`config.mk`:
```
export PLATFORM = sky130hd
export DESIGN_NAME = l1_icache_assoc
export DESIGN_NICKNAME = d
export VERILOG_FILES = /design/src/rtl/l1_cache_pkg.sv /design/src/rtl/l1_cache_way.sv /design/src/rtl/l1_icache_assoc.sv
export SDC_FILE = /design/constraint.sdc
export NUM_CORES = 2
export LEC_CHECK = 0
export BUFFER_PORTS_ARGS = -buffer_cell sky130_fd_sc_hd__buf_4
export CAP_MARGIN = 25
export CELL_PAD_IN_SITES_DETAIL_PLACEMENT = 1
export CELL_PAD_IN_SITES_GLOBAL_PLACEMENT = 1
export CORE_ASPECT_RATIO = 0.8
export CORE_UTILIZATION = 30
export DETAILED_ROUTE_END_ITERATION = 10
export PLACE_DENSITY_LB_ADDON = 0.1
export SYNTH_ARGS = -nofsm -noshare
export SYNTH_HDL_FRONTEND = slang
export SYNTH_HIERARCHICAL = 1
export SYNTH_SLANG_ARGS = --single-unit
```
`constraint.sdc`:
```
create_clock -name clk -period 37.2 [get_ports clk]
set_clock_uncertainty 0.2 [all_clocks]
set_input_delay 1.86 -clock clk [delete_from_list [all_inputs] [get_ports clk]]
set_output_delay 1.86 -clock clk [all_outputs]
set_load 0.02 [all_outputs]
```
`src/rtl/l1_cache_pkg.sv`:
```
// Shared types and address-split helpers for the set-associative L1 instruction cache.
package l1_cache_pkg;

    typedef enum logic {
        ST_IDLE = 1'b0,
        ST_MISS = 1'b1
    } state_t;

    // Upper bound on line size so one helper can serve every WORDS setting.
    localparam int MAX_WORDS  = 64;
    localparam int LINE_MAX_W = 32 * MAX_WORDS;
    localparam int OFF_MAX_W  = 6;

    function automatic int off_w(input int words);
        return $clog2(words);
    endfunction

    function automatic int idx_w(input int sets);
        return $clog2(sets);
    endfunction

    function automatic int tag_w(input int addr_w, input int sets, input int words);
        return addr_w - $clog2(sets) - $clog2(words);
    endfunction

    function automatic logic [31:0] line_word(input logic [LINE_MAX_W-1:0] line,
                                              input logic [OFF_MAX_W-1:0]  off);
        return line[{off, 5'd0} +: 32];
    endfunction

endpackage

```
`src/rtl/l1_cache_way.sv`:
```
// One cache way: valid bits, tag and line storage with a combinational lookup
// and a single-line fill port.
module l1_cache_way #(
    parameter int SETS  = 8,
    parameter int WORDS = 4,
    parameter int IDX_W = 3,
    parameter int TAG_W = 25,
    parameter int OFF_W = 2
) (
    input  logic                  clk,
    input  logic                  rst_n,
    input  logic                  flush,
    input  logic [IDX_W-1:0]      idx,
    input  logic [TAG_W-1:0]      tag,
    input  logic [OFF_W-1:0]      off,
    output logic                  hit,
    output logic                  valid,
    output logic [31:0]           word,
    input  logic                  fill,
    input  logic [32*WORDS-1:0]   fill_line
);
    import l1_cache_pkg::*;

    logic [SETS-1:0]     valid_reg;
    logic [TAG_W-1:0]    tag_mem  [SETS];
    logic [32*WORDS-1:0] data_mem [SETS];

    always_ff @(posedge clk or negedge rst_n) begin
        if (!rst_n) begin
            valid_reg <= '0;
        end else if (flush) begin
            valid_reg <= '0;
        end else if (fill) begin
            valid_reg[idx] <= 1'b1;
        end
    end

    // Tag and data storage carry no reset so they can map onto plain RAM.
    always_ff @(posedge clk) begin
        if (fill) begin
            tag_mem[idx]  <= tag;
            data_mem[idx] <= fill_line;
        end
    end

    assign valid = valid_reg[idx];
    assign hit   = valid_reg[idx] && (tag_mem[idx] == tag);
    assign word  = line_word(LINE_MAX_W'(data_mem[idx]), OFF_MAX_W'(off));

endmodule

```
`src/rtl/l1_icache_assoc.sv`:
```
// Read-only L1 instruction cache, 1 or 2 ways with per-set LRU, L2 line fill,
// whole-cache flush and saturating hit/miss counters.
module l1_icache_assoc #(
    parameter int ADDR_W = 30,
    parameter int SETS   = 8,
    parameter int WAYS   = 2,
    parameter int WORDS  = 4,
    parameter int CNT_W  = 16
) (
    input  logic                  clk,
    input  logic                  proc_reset_n,
    input  logic                  proc_read,
    input  logic [ADDR_W-1:0]     proc_addr,
    input  logic                  proc_flush,
    output logic [31:0]           proc_rdata,
    output logic                  proc_stall,
    output logic                  L2_read,
    output logic [ADDR_W-1:0]     L2_addr,
    input  logic [32*WORDS-1:0]   L2_rdata,
    input  logic                  L2_ready,
    output logic [CNT_W-1:0]      hit_cnt,
    output logic [CNT_W-1:0]      miss_cnt
);
    import l1_cache_pkg::*;

    localparam int OFF_W = off_w(WORDS);
    localparam int IDX_W = idx_w(SETS);
    localparam int TAG_W = tag_w(ADDR_W, SETS, WORDS);

    state_t              state_reg, state_next;
    logic [SETS-1:0]     lru_reg;
    logic                flush_pend_reg;
    logic                l2_read_reg;
    logic [ADDR_W-1:0]   l2_addr_reg;
    logic [CNT_W-1:0]    hit_cnt_reg, miss_cnt_reg;

    logic [OFF_W-1:0]    off;
    logic [IDX_W-1:0]    idx;
    logic [TAG_W-1:0]    tag;
    logic [WAYS-1:0]     way_hit, way_valid, way_fill;
    logic [31:0]         way_word [WAYS];
    logic [31:0]         hit_word;
    logic                hit, hit_way, victim;
    logic                do_flush, miss_start, fill, serviced;

    assign off = proc_addr[OFF_W-1:0];
    assign idx = proc_addr[OFF_W +: IDX_W];
    assign tag = proc_addr[ADDR_W-1 -: TAG_W];

    generate
        for (genvar gi = 0; gi < WAYS; gi++) begin : g_way
            assign way_fill[gi] = fill && (victim == 1'(gi));
            l1_cache_way #(
                .SETS(SETS), .WORDS(WORDS), .IDX_W(IDX_W), .TAG_W(TAG_W), .OFF_W(OFF_W)
            ) u_way (
                .clk(clk), .rst_n(proc_reset_n), .flush(do_flush),
                .idx(idx), .tag(tag), .off(off),
                .hit(way_hit[gi]), .valid(way_valid[gi]), .word(way_word[gi]),
                .fill(way_fill[gi]), .fill_line(L2_rdata)
            );
        end
    endgenerate

    always_comb begin
        hit_word = '0;
        hit_way  = 1'b0;
        for (int w = 0; w < WAYS; w++) begin
            if (way_hit[w]) begin
                hit_word = way_word[w];
                hit_way  = 1'(w);
            end
        end
    end
    assign hit = |way_hit;

    // Fill the first empty way (way 0 first), otherwise the least-recently-used one.
    always_comb begin
        victim = 1'b0;
        if (WAYS == 2 && way_valid[0]) begin
            victim = way_valid[WAYS-1] ? lru_reg[idx] : 1'b1;
        end
    end

    always_comb begin
        state_next = state_reg;
        do_flush   = 1'b0;
        miss_start = 1'b0;
        fill       = 1'b0;
        proc_stall = 1'b0;
        case (state_reg)
            ST_IDLE: begin
                if (flush_pend_reg || proc_flush) begin
                    do_flush   = 1'b1;
                    proc_stall = proc_read;
                end else if (proc_read && !hit) begin
                    miss_start = 1'b1;
                    proc_stall = 1'b1;
                    state_next = ST_MISS;
                end
            end
            ST_MISS: begin
                proc_stall = proc_read;
                if (L2_ready) begin
                    fill       = 1'b1;
                    state_next = ST_IDLE;
                end
            end
            default: state_next = ST_IDLE;
        endcase
    end

    assign serviced   = proc_read && !proc_stall;
    assign proc_rdata = serviced ? hit_word : 32'd0;

    always_ff @(posedge clk or negedge proc_reset_n) begin
        if (!proc_reset_n) begin
            state_reg      <= ST_IDLE;
            lru_reg        <= '0;
            flush_pend_reg <= 1'b0;
            l2_read_reg    <= 1'b0;
            l2_addr_reg    <= '0;
            hit_cnt_reg    <= '0;
            miss_cnt_reg   <= '0;
        end else begin
            state_reg <= state_next;
            if (do_flush) begin
                flush_pend_reg <= 1'b0;
            end else if (state_reg == ST_MISS && proc_flush) begin
                flush_pend_reg <= 1'b1;
            end
            if (miss_start) begin
                l2_read_reg <= 1'b1;
                l2_addr_reg <= {proc_addr[ADDR_W-1:OFF_W], {OFF_W{1'b0}}};
            end else if (fill) begin
                l2_read_reg <= 1'b0;
            end
            if (do_flush) begin
                lru_reg <= '0;
            end else if (fill) begin
                lru_reg[idx] <= ~victim;
            end else if (serviced) begin
                lru_reg[idx] <= ~hit_way;
            end
            if (serviced && hit_cnt_reg != '1) begin
                hit_cnt_reg <= hit_cnt_reg + CNT_W'(1);
            end
            if (miss_start && miss_cnt_reg != '1) begin
                miss_cnt_reg <= miss_cnt_reg + CNT_W'(1);
            end
        end
    end

    assign L2_read  = l2_read_reg;
    assign L2_addr  = l2_addr_reg;
    assign hit_cnt  = hit_cnt_reg;
    assign miss_cnt = miss_cnt_reg;

endmodule

```
==> qor.csv <==
stage;metric;value;unit
run_status;status;finished, final reports clean;
sta;Hold Vio Cnt, Final;0;
die;die span in x;642.7;um
finish;Post-Layout Cell Count;9696;
sta;RSZ-0062 raised after global routing;no;
die;DIE AREA;330700;um2
worst_setup_path;Worst R2R Start;g_way[1].u_way/valid_reg[4];
logic_synthesis;synth warn;6;
logic_synthesis;main combinational cell family by area after synthesis;multiplexers;
finish;Util after Layout;35.31;%
power_and_ir_drop;Design Power;6.351;mW
drt;DRT iter0 DRCs;3637;
logic_synthesis;EDFF count, synth;2448;
sta;max-slew violations;0;
sta;top achievable clock speed;0.1013;GHz
drt;Vias;48610;
clocking;post-CTS sizing;0;
logic_synthesis;Synth async-reset ratio;3.432;%
clocking;hold_buf cts;0;
drt;DRC;0;
logic_synthesis;Synth Area per Inst;20.92;um2
worst_setup_path;Critical Path Source Type;input port;
grt;GRT Overall Usage;18.03;%
worst_setup_path;crit path max fanout;78;
clocking;CTS sink cnt;2535;
grt;vias in the first global route;51890;
sta;setup ws final;27.33;ns
grt;antenna violations before repair;50;
sta;Fin Setup TNS;0;ns
worst_setup_path;Data required, critical path;35.14;ns
worst_setup_path;cell breakdown of the critical path;buf_8 > buf_4 > buf_4 > mux2i_1 > a22oi_1 > and3_1 > o22a_1 > nand4_1 > nor4_4 > buf_4 > nor2b_4 > buf_4 > a22oi_1 > nor2_1 > buf_4;
drt;Top Metal Used;met5;
sta;period utilisation layout;26.54;%
clocking;Num CTS Buffers;290;
logic_synthesis;Synth Area in Adders;0.02540;%
logic_synthesis;Synth area leader;edfxtp_1;
finish;synthesis-to-finish area growth;16.73;%
drt;post-route ant nets;0;
worst_setup_path;crit path DAT;7.81;ns
sta;Max-slew headroom;29.01;%
logic_synthesis;Yosys cell types;71;
logic_synthesis;Synth Area in XOR/XNOR;0.4800;%
place;post-detail-place hpwl;167600;um
finish;Largest Register;g_way.u_way/data_mem;
grt;Congestion Overflow GR;0;
hold_path;Hold Path Class;reg -> reg;
die;I/O Pins;259;
worst_setup_path;CP Launch Point;proc_addr[4];
worst_setup_path;most used cell, CP;buf_4;
logic_synthesis;synthesized area;98520;um2
worst_setup_path;Setup crit end kind;output pin;
finish;max reg flops;2048;
drt;metal2 WL;139900;um
logic_synthesis;FF+latch count, synth;2535;
clocking;Clock Latency Late Sink;0.85;ns
power_and_ir_drop;pwr dens;55.22;nW/um2
sta;Final min period;9.872;ns
logic_synthesis;Simple-Gate Fraction of Synth Area;2.384;%
place;placed cell count;9176;
drt;Via density;5.013;
drt;M1 wire length;144300;um
finish;share of cells above drive strength 1;26.88;%
logic_synthesis;Post-synth top flop;edfxtp_1;
clocking;CTS Buffer Depth;4;
finish;Final nets;5286;
logic_synthesis;post-synth top area share;74.61;%
worst_setup_path;critical path type;in -> out;
logic_synthesis;Syn Inst Count;4709;
finish;commonest cells after routing, fill and taps aside;edfxtp_1, mux4_2, buf_4, clkbuf_16, mux2i_1;
power_and_ir_drop;Peak VDD IR;0.03416;mV
clocking;htree depth;5;
drt;TritonRoute pass-1 iters;7;
sta;worst slew pin tran;1.065;ns
drt;final WL;301700;um
clocking;Post-CTS Setup Repair Bufs;0;
clocking;CTS root buffer;clkbuf_16;
worst_setup_path;max incr delay on CP;0.78;ns
place;routability cong.;0.7122;
clocking;CTS tree;yes;
grt;first-pass GRT wire length;424400;um
logic_synthesis;post-synthesis sequential area ratio;76.82;%
place;Place WS;27.16;ns
clocking;CTS clk-pin slew, worst paths;0.06;ns
worst_setup_path;slowest CP cell;buf_4;
logic_synthesis;Compound-Gate Fraction of Synth Area;3.095;%
sta;# setup viols final;0;
power_and_ir_drop;LEAKAGE;36.99;nW
drt;metal3 WL;12040;um
flow_run;max cap viols;0;
finish;commonest non-fill, non-tap cell in the layout;edfxtp_1;
die;Die Span Y;514.6;um
die;Site Rows;187;
die;core area;325700;um2
die;Starting Density;30.25;%
hold_path;hold_sp;L2_addr[14];
drt;wire length per cell;31.12;um
grt;pin count of the biggest net entering global routing;105;
logic_synthesis;mux contribution to synthesized area;15.71;%
logic_synthesis;synth top area cells;edfxtp_1, mux4_2, mux2i_1;
place;IO Port Bufs;256;
worst max-delay path: cells and delay by family:
| family | cells | cell delay [ns] |
|---|---|---|
| muxes | 1 | 0.18 |
| AOI/OAI and AO/OA | 3 | 1.19 |
| and+or+nand+nor | 5 | 1.16 |
| buffers and inverters | 6 | 3.05 |
final timing paths:
kind	to	slack, ns	depth (start not counted)
worst max-delay path	proc_rdata[5]	27.33	15
worst min-delay path	L2_addr[14]	0.28	2
worst max register to register	g_way[0].u_way/data_mem[3][117]	31.42	11
worst min register to register	L2_addr[14]	0.28	2
max in group asynchronous	L2_addr[23]	34.85	2
min in group asynchronous	L2_addr[22]	0.81	1
final cells by class:
class                           count  area (um2)
Sequential cell                  2535       75690
Timing Repair Buffer              381        3118
Fill cell                       31700      210700
Inverter                           15       57.56
Tap cell                         4347        5439
Clock inverter                    148        1264
Antenna cell                        6       15.01
Multi-Input combinational cell   1898       21540
Clock buffer                      366        7879
stage by stage:
| stage | hold WS, ns | instance area, um2 |
|---|---|---|
| global route | 0.2960 | 115000 |
| CTS | 0.2819 | 115000 |
| global placement | 0.2653 | 105700 |
| finish | 0.2770 | 115000 |
| detailed placement | 0.2667 | 105800 |
| floorplan | 0.2608 | 98530 |
Yosys cell counts (all sizes together) (11+ instances only):
master  instances
and3           20
nand2b         12
a211oi         27
clkbuf         57
o21ai          84
inv            15
dfrtp          87
edfxtp       2448
xor2           24
xnor2          30
mux2           90
nand4          17
nand3          22
a221oi         18
nor2          185
a21oi          96
nor2b          17
a221o          25
nand2         199
mux4          531
o22ai          21
buf           205
o22a           11
mux2i         250
a22oi         106
report_power, final:
group / internal (mW) / total (mW) / switching [mW]
logic: 0.133 / 0.370 / 0.236
clock network: 1.65 / 2.81 / 1.16
registers: 3.16 / 3.17 / 0.0133
total: 4.94 / 6.35 / 1.41
kinds of logic after synthesis:
logic type,count (synthesis)
xor+xnor,54
mux,871
flops,2535
fa+ha+maj,2
simple gates,519
compound gates,450
other cells,1
buf+inv,277
metal layers:
metal	track usage (%)	vias up
li1	-	20390
met1	26.28	26920
met2	28.74	863
met3	2.755	397
met4	3.351	28
met5	0	-
No activity file was read; power rests on OpenSTA's default activity.
